<file path="src/rtl/bsg_clk_gen_pearl_tag_sequencer.sv">
`default_nettype none
// ============================================================================
// bsg_clk_gen_pearl_tag_sequencer: turns one pearl config request into bsg_tag packets, bit-serial.
// Rev 1.0
// ============================================================================
module bsg_clk_gen_pearl_tag_sequencer #(
  parameter int tag_els_p      = 1024,
  parameter int tag_lg_width_p = 4,
  parameter int osc_width_p    = 5,
  parameter int ds_width_p     = 8,
  parameter int gap_p          = 4,
  localparam int c_idw = (tag_els_p > 1) ? $clog2(tag_els_p) : 1
) (
  input  logic                   clk_i,
  input  logic                   reset_n_i,
  input  logic [c_idw-1:0]       node_id_offset_i,
  input  logic                   v_i,
  output logic                   ready_o,
  input  logic                   sel_only_i,
  input  logic [osc_width_p-1:0] osc_code_i,
  input  logic [ds_width_p-1:0]  ds_val_i,
  input  logic [1:0]             sel_i,
  output logic                   tag_data_o,
  output logic                   busy_o,
  output logic                   done_o
);

  localparam int c_dsw = ds_width_p + 1;
  localparam int c_pw0 = (osc_width_p > c_dsw) ? osc_width_p : c_dsw;
  localparam int c_pw  = (c_pw0 > 2) ? c_pw0 : 2;
  localparam int c_sw0 = (c_idw > tag_lg_width_p) ? c_idw : tag_lg_width_p;
  localparam int c_sw  = (c_sw0 > c_pw) ? c_sw0 : c_pw;
  localparam int c_cm  = (c_sw > gap_p) ? c_sw : gap_p;
  localparam int c_cw  = $clog2(c_cm) + 1;

  if (osc_width_p >= (1 << tag_lg_width_p)) begin : g_osc_len_chk
    $error("osc_width_p does not fit in the tag length field");
  end
  if (c_dsw >= (1 << tag_lg_width_p)) begin : g_ds_len_chk
    $error("ds_width_p+1 does not fit in the tag length field");
  end
  if (gap_p < 1) begin : g_gap_chk
    $error("gap_p must be at least 1");
  end

  typedef enum logic [2:0] {
    S_IDLE    = 3'd0,
    S_START   = 3'd1,
    S_ID      = 3'd2,
    S_DNR     = 3'd3,
    S_LEN     = 3'd4,
    S_PAYLOAD = 3'd5,
    S_GAP     = 3'd6
  } state_t;

  state_t                   r_state, w_state_n;
  logic [c_cw-1:0]          r_cnt, w_cnt_n;
  logic [c_sw-1:0]          r_shift, w_shift_n;
  logic [2:0]               r_pkt, w_pkt_n;
  logic                     r_tag, r_done;
  logic                     w_accept, w_tag_n, w_done_n;
  logic [osc_width_p-1:0]   r_osc;
  logic [ds_width_p-1:0]    r_ds;
  logic [1:0]               r_sel;
  logic [c_idw-1:0]         r_offset;
  logic [2:0]               w_idx;
  logic [tag_lg_width_p-1:0] w_len;
  logic [c_pw-1:0]          w_pay;
  logic [c_idw-1:0]         w_node;

  // Packet table: local node index, payload length and payload for each step
  always_comb begin
    w_idx = 3'd0;
    w_len = tag_lg_width_p'(1);
    w_pay = '0;
    case (r_pkt)
      3'd0: w_pay = c_pw'(1);
      3'd1: begin
        w_idx = 3'd1;
        w_len = tag_lg_width_p'(osc_width_p);
        w_pay = c_pw'(r_osc);
      end
      3'd2: begin
        w_idx = 3'd2;
        w_pay = c_pw'(1);
      end
      3'd3: w_idx = 3'd2;
      3'd4: w_idx = 3'd0;
      3'd5: begin
        w_idx = 3'd3;
        w_len = tag_lg_width_p'(c_dsw);
        w_pay = c_pw'({r_ds, 1'b1});
      end
      3'd6: begin
        w_idx = 3'd3;
        w_len = tag_lg_width_p'(c_dsw);
        w_pay = c_pw'({r_ds, 1'b0});
      end
      default: begin
        w_idx = 3'd4;
        w_len = tag_lg_width_p'(2);
        w_pay = c_pw'(r_sel);
      end
    endcase
  end

  assign w_node = r_offset + c_idw'(w_idx);

  // Each field is loaded into the shift register; bit 0 is the bit on the wire
  always_comb begin
    w_state_n = r_state;
    w_cnt_n   = r_cnt;
    w_shift_n = r_shift;
    w_pkt_n   = r_pkt;
    w_accept  = 1'b0;
    case (r_state)
      S_IDLE: begin
        if (v_i) begin
          w_accept  = 1'b1;
          w_state_n = S_START;
          w_shift_n = c_sw'(1);
          w_pkt_n   = sel_only_i ? 3'd7 : 3'd0;
        end
      end
      S_START: begin
        w_state_n = S_ID;
        w_shift_n = c_sw'(w_node);
        w_cnt_n   = c_cw'(c_idw - 1);
      end
      S_ID: begin
        if (r_cnt == '0) begin
          w_state_n = S_DNR;
          w_shift_n = c_sw'(1);
        end else begin
          w_shift_n = r_shift >> 1;
          w_cnt_n   = r_cnt - c_cw'(1);
        end
      end
      S_DNR: begin
        w_state_n = S_LEN;
        w_shift_n = c_sw'(w_len);
        w_cnt_n   = c_cw'(tag_lg_width_p - 1);
      end
      S_LEN: begin
        if (r_cnt == '0) begin
          w_state_n = S_PAYLOAD;
          w_shift_n = c_sw'(w_pay);
          w_cnt_n   = c_cw'(w_len) - c_cw'(1);
        end else begin
          w_shift_n = r_shift >> 1;
          w_cnt_n   = r_cnt - c_cw'(1);
        end
      end
      S_PAYLOAD: begin
        if (r_cnt == '0) begin
          w_state_n = S_GAP;
          w_shift_n = '0;
          w_cnt_n   = c_cw'(gap_p - 1);
        end else begin
          w_shift_n = r_shift >> 1;
          w_cnt_n   = r_cnt - c_cw'(1);
        end
      end
      S_GAP: begin
        if (r_cnt == '0) begin
          if (r_pkt == 3'd7) begin
            w_state_n = S_IDLE;
          end else begin
            w_state_n = S_START;
            w_pkt_n   = r_pkt + 3'd1;
            w_shift_n = c_sw'(1);
          end
        end else begin
          w_cnt_n = r_cnt - c_cw'(1);
        end
      end
      default: w_state_n = S_IDLE;
    endcase
  end

  assign w_tag_n  = (w_state_n != S_IDLE) && (w_state_n != S_GAP) && w_shift_n[0];
  assign w_done_n = (r_state == S_GAP) && (w_state_n == S_IDLE);

  always_ff @(posedge clk_i or negedge reset_n_i) begin
    if (!reset_n_i) begin
      r_state <= S_IDLE;
      r_cnt   <= '0;
      r_shift <= '0;
      r_pkt   <= '0;
      r_tag   <= 1'b0;
      r_done  <= 1'b0;
    end else begin
      r_state <= w_state_n;
      r_cnt   <= w_cnt_n;
      r_shift <= w_shift_n;
      r_pkt   <= w_pkt_n;
      r_tag   <= w_tag_n;
      r_done  <= w_done_n;
    end
  end

  always_ff @(posedge clk_i or negedge reset_n_i) begin
    if (!reset_n_i) begin
      r_osc    <= '0;
      r_ds     <= '0;
      r_sel    <= '0;
      r_offset <= '0;
    end else if (w_accept) begin
      r_osc    <= osc_code_i;
      r_ds     <= ds_val_i;
      r_sel    <= sel_i;
      r_offset <= node_id_offset_i;
    end
  end

  assign ready_o    = (r_state == S_IDLE);
  assign busy_o     = (r_state != S_IDLE);
  assign tag_data_o = r_tag;
  assign done_o     = r_done;

endmodule
`default_nettype wire

</file>
<file path="config.mk">
export PLATFORM = sky130hd
export DESIGN_NAME = bsg_clk_gen_pearl_tag_sequencer
export DESIGN_NICKNAME = d
export VERILOG_FILES = /design/src/rtl/bsg_clk_gen_pearl_tag_sequencer.sv
export SDC_FILE = /design/constraint.sdc
export NUM_CORES = 1
export LEC_CHECK = 0
export CORE_MARGIN = 2
export CORE_UTILIZATION = 30
export CTS_CLUSTER_SIZE = 12
export DETAILED_ROUTE_END_ITERATION = 10
export GPL_TIMING_DRIVEN = 0
export SYNTH_ARGS = -nofsm -noshare
export SYNTH_HDL_FRONTEND = slang
export SYNTH_SLANG_ARGS = --single-unit
</file>
<file path="constraint.sdc">
create_clock -name clk_i -period 3 [get_ports clk_i]
set_clock_uncertainty 0.15 [all_clocks]
set_input_delay 0.6 -clock clk_i [delete_from_list [all_inputs] [get_ports clk_i]]
set_output_delay 0.6 -clock clk_i [all_outputs]
set_load 0.05 [all_outputs]
</file>
==> impl_metrics.py <==
metrics = {
    "logic_synthesis": {
        "ys_ff_latch": 48,
        "synth_area_um2": 2770,
        "synthDistinctLibCells": 50,
        "syn_avg_cell_area_um2": 9.75,
        "synthXorXnorAreaFrac": 0.0285,
        "synth_compound_area_frac": 0.201,
        "synth_top_area_frac": 0.434,
        "async_flop_share": 1.00,
        "synthesis.nets": 323,
        "synthAdderAreaFrac": 0.0479,
        "synth_flop_cell": "dfrtp_1",
        "yosys.area_share.simple": 0.146,
        "synthCells": 284,
        "synth_top_family_by_area": "compound AO/OA/AOI/OAI gates",
        "synth_edf_count": 0,
        "yosysWarnings": 0,
        "synth_top_area_cell": "dfrtp_1",
        "netlist_top_cells_area": "dfrtp_1 43%, mux2_2 9.8%, o21ai_0 4.2%",
        "synth.yosys.seq_area_share": 0.434,
        "synthMuxAreaShare": 0.105,
    },
    "pwr": {
        "p_sw_frac": 0.437,
        "intPower_uw": 2130,
        "p_switching_uw": 1650,
        "powerDensity_nw_per_um2": 1110,
        "vdd_drop_max_uv": 404,
        "seq_power_share": 0.318,
        "power_frac_clock": 0.125,
        "p_comb_frac": 0.556,
        "leakage_uw": 0.00139,
    },
    "cts": {
        "cts_hold_buf": 0,
        "clk_pin_slew_worst_paths_ns": 0.09,
        "tritoncts": "yes",
        "cts_made_buffers": 5,
        "clock-sinks": 48,
        "insertion_delay_ns": 0.30,
        "h-tree-depth": 2,
        "clk_path_buf_depth": 2,
        "root_buffer": "clkbuf_8",
    },
    "sta": {
        "holdWs_ns": 0.0111,
        "hold_violations": 0,
        "min_period_over_period": 0.924,
        "fmaxAchievable_mhz": 361,
        "finalSetupViolCount": 0,
        "grt_setup_unrepaired": "false",
        "tightest_slew_ns": 0.695,
        "layout_min_cycle_time_ns": 2.77,
        "slew_headroom": 0.533,
        "drv_slew": 0,
    },
    "global_routing": {
        "grt_pass1_vias": 2299,
        "track_usage": 0.142,
        "grt-ovfl-total": 0,
        "grt_start_max_net_pins": 39,
        "grt_pass1_wl_um": 11500,
        "antenna_found_initial": 0,
    },
    "critical_path": {
        "rrSetupSlack_ns": 0.23,
        "rr_worst_depth": 12,
        "cp-end-kind": "flip-flop",
        "crit_type": "reg2reg",
        "worstSetupStartpointType": "flip-flop",
        "r2r-end": "r_shift[6]",
        "path_max_fanout": 5,
        "r2r_start": "r_pkt[0]",
        "worstPathArrival_ns": 2.82,
        "worstPathRequired_ns": 3.04,
    },
    "drt": {
        "drt_iter0_markers": 246,
        "route.antenna.remaining_nets": 0,
        "via_per_inst": 5.34,
        "firstDrtPassIters": 4,
        "wl_per_cell_um": 15.4,
        "drt-total-wl_um": 6790,
        "vias": 2351,
        "drc": 0,
    },
    "layout": {
        "final_util": 0.375,
        "stdcell_count": 440,
        "seq_area_um2": 1200,
        "drive_above_1_share": 0.164,
        "antenna_cells": 0,
        "final_nets": 367,
        "multi_input_area_um2": 1500,
        "fin_area_um2": 3420,
        "syn2layout_area_growth_pct": 23.4,
        "nFillCells": 913,
    },
    "placement": {
        "dp_hpwl_um": 5020,
        "placed_area_um2": 3250,
        "routabilityCongestion": 0.877,
        "dp.cells": 428,
        "portBuffers": 32,
    },
    "worst_hold_path": {
        "worstHoldPathType": "in2async",
    },
    "die": {
        "die-area_um2": 10000,
        "initial_core_util": 0.304,
        "num_rows": 35,
        "design.core.area_um2": 9110,
        "fp.dieW_um": 100,
        "ioPinCount": 33,
        "die_h_um": 100,
    },
    "flow_run": {
        "drv_cap": 0,
    },
    "run_status": {
        "status": "completed",
    },
}
-- synth_stat cells (5+ instances only) --
cell,instances
nor2b_1,5
nand2_1,15
o21ai_0,23
xnor2_1,7
clkbuf_1,11
nor3_1,12
nand3_1,6
mux2_2,24
a21oi_1,17
dfrtp_1,48
a21o_1,5
inv_1,10
ha_1,9
a22oi_1,6
nand2b_1,5
nor2_1,25
-- cells in the final DEF, fill, tap and decap left out, types with 2 or more instances in the layout --
cell type         n
xor2_1            2
nand3_1           6
a311oi_1          3
nor3_1           10
a31oi_1           2
nand2_1          14
buf_2             5
mux2i_1           2
clkbuf_1         12
a22oi_1           6
clkbuf_8          5
inv_1            10
nand2b_1          5
clkdlybuf4s50_1  31
ha_1              8
a222oi_1          3
o21ai_0          21
nand4_1           2
nor4_1            3
dfrtp_1          48
nor3_2            2
o22ai_1           2
mux2_2           24
a21oi_1          17
o211ai_1          2
a21o_1            5
nor2_1           25
o2111ai_1         2
o21ai_1           2
a32oi_1           4
xnor2_1           7
nor2b_1           3
a22o_1            3
buf_4             4
-- routing by layer --
layer,routed length [um],up-vias,global-route usage
met2,3300,56,0.235
met3,239,7,0.0258
met4,66,0,0.0337
met1,3190,1159,0.193
met5,0,-,0
li1,-,1129,-
-- worst max path at each step --
stage                   start    endpoint  slack, ns
floorplan            r_pkt[0]  r_shift[6]       0.20
global placement    reset_n_i     r_ds[6]      -0.22
detailed placement   r_pkt[0]  r_shift[6]      -0.20
CTS                  r_pkt[0]  r_shift[6]       0.02
global route         r_pkt[0]  r_shift[6]       0.03
finish               r_pkt[0]  r_shift[6]       0.23
-- power groups by stage --
stage / combinational (uW) / sequential, uW / clock [uW]
2_1_floorplan: 1470 / 1170 / 0
3_3_place_gp: 1940 / 1210 / 0
3_5_place_dp: 1970 / 1220 / 0
4_1_cts: 2020 / 1200 / 486
5_1_grt: 2340 / 1250 / 509
6_report: 2100 / 1200 / 474
-- registers in the layout, indices dropped and copies added, names as in the netlist --
signal      cells
r_state         3
r_offset       10
tag_data_o      1
r_sel           2
r_ds            8
r_osc           5
done_o          1
r_pkt           3
r_cnt           5
r_shift        10
-- per-stage QoR --
stage | power, uW | setup TNS [ns] | setup slack [ns]
3_5_place_dp | 3190 | -0.210 | -0.200
5_1_grt | 4090 | 0 | 0.0311
6_report | 3780 | 0 | 0.228
4_1_cts | 3710 | 0 | 0.0151
3_3_place_gp | 3150 | -10.73 | -0.224
2_1_floorplan | 2640 | 0 | 0.197
-- critical path, cell delays in order, from the launching register on --
cell and delay [ns]:
dfrtp_1 0.41, buf_4 0.15, ha_2 0.19, or2_4 0.28, nand2_4 0.10, o21ai_2 0.09
nor3_2 0.20, ha_1 0.29, nor2b_4 0.15, o21ai_1 0.16, xnor2_1 0.09, a22o_1 0.18
a221o_1 0.25
-- area by class of cell --
type                    instances  share of cell area
clock inverters                 2              0.0103
flip-flops and latches         48               0.352
inverters                      11              0.0121
multi-input cells             209               0.438
clock buffers                   6              0.0212
plain buffers                  16              0.0190
well taps                     111              0.0406
repair buffers                 37               0.107
-- logic make-up (layout without fill, tap and decap cells) --
| logic type | Yosys count | after routing |
|---|---|---|
| simple gates | 81 | 81 |
| flops | 48 | 48 |
| compound gates | 83 | 83 |
| fa+ha+maj | 10 | 10 |
| xor+xnor | 9 | 9 |
| buf+inv | 27 | 72 |
| mux | 26 | 26 |
-- timing repair --
action / in CTS / in global routing
pin swaps: 1 / 4
buffers inserted: 2 / 2
endpoints found under the setup margin: 3 / 8
gates resized for setup: 4 / 7
Note: power is estimated with default switching activity, not from simulation.
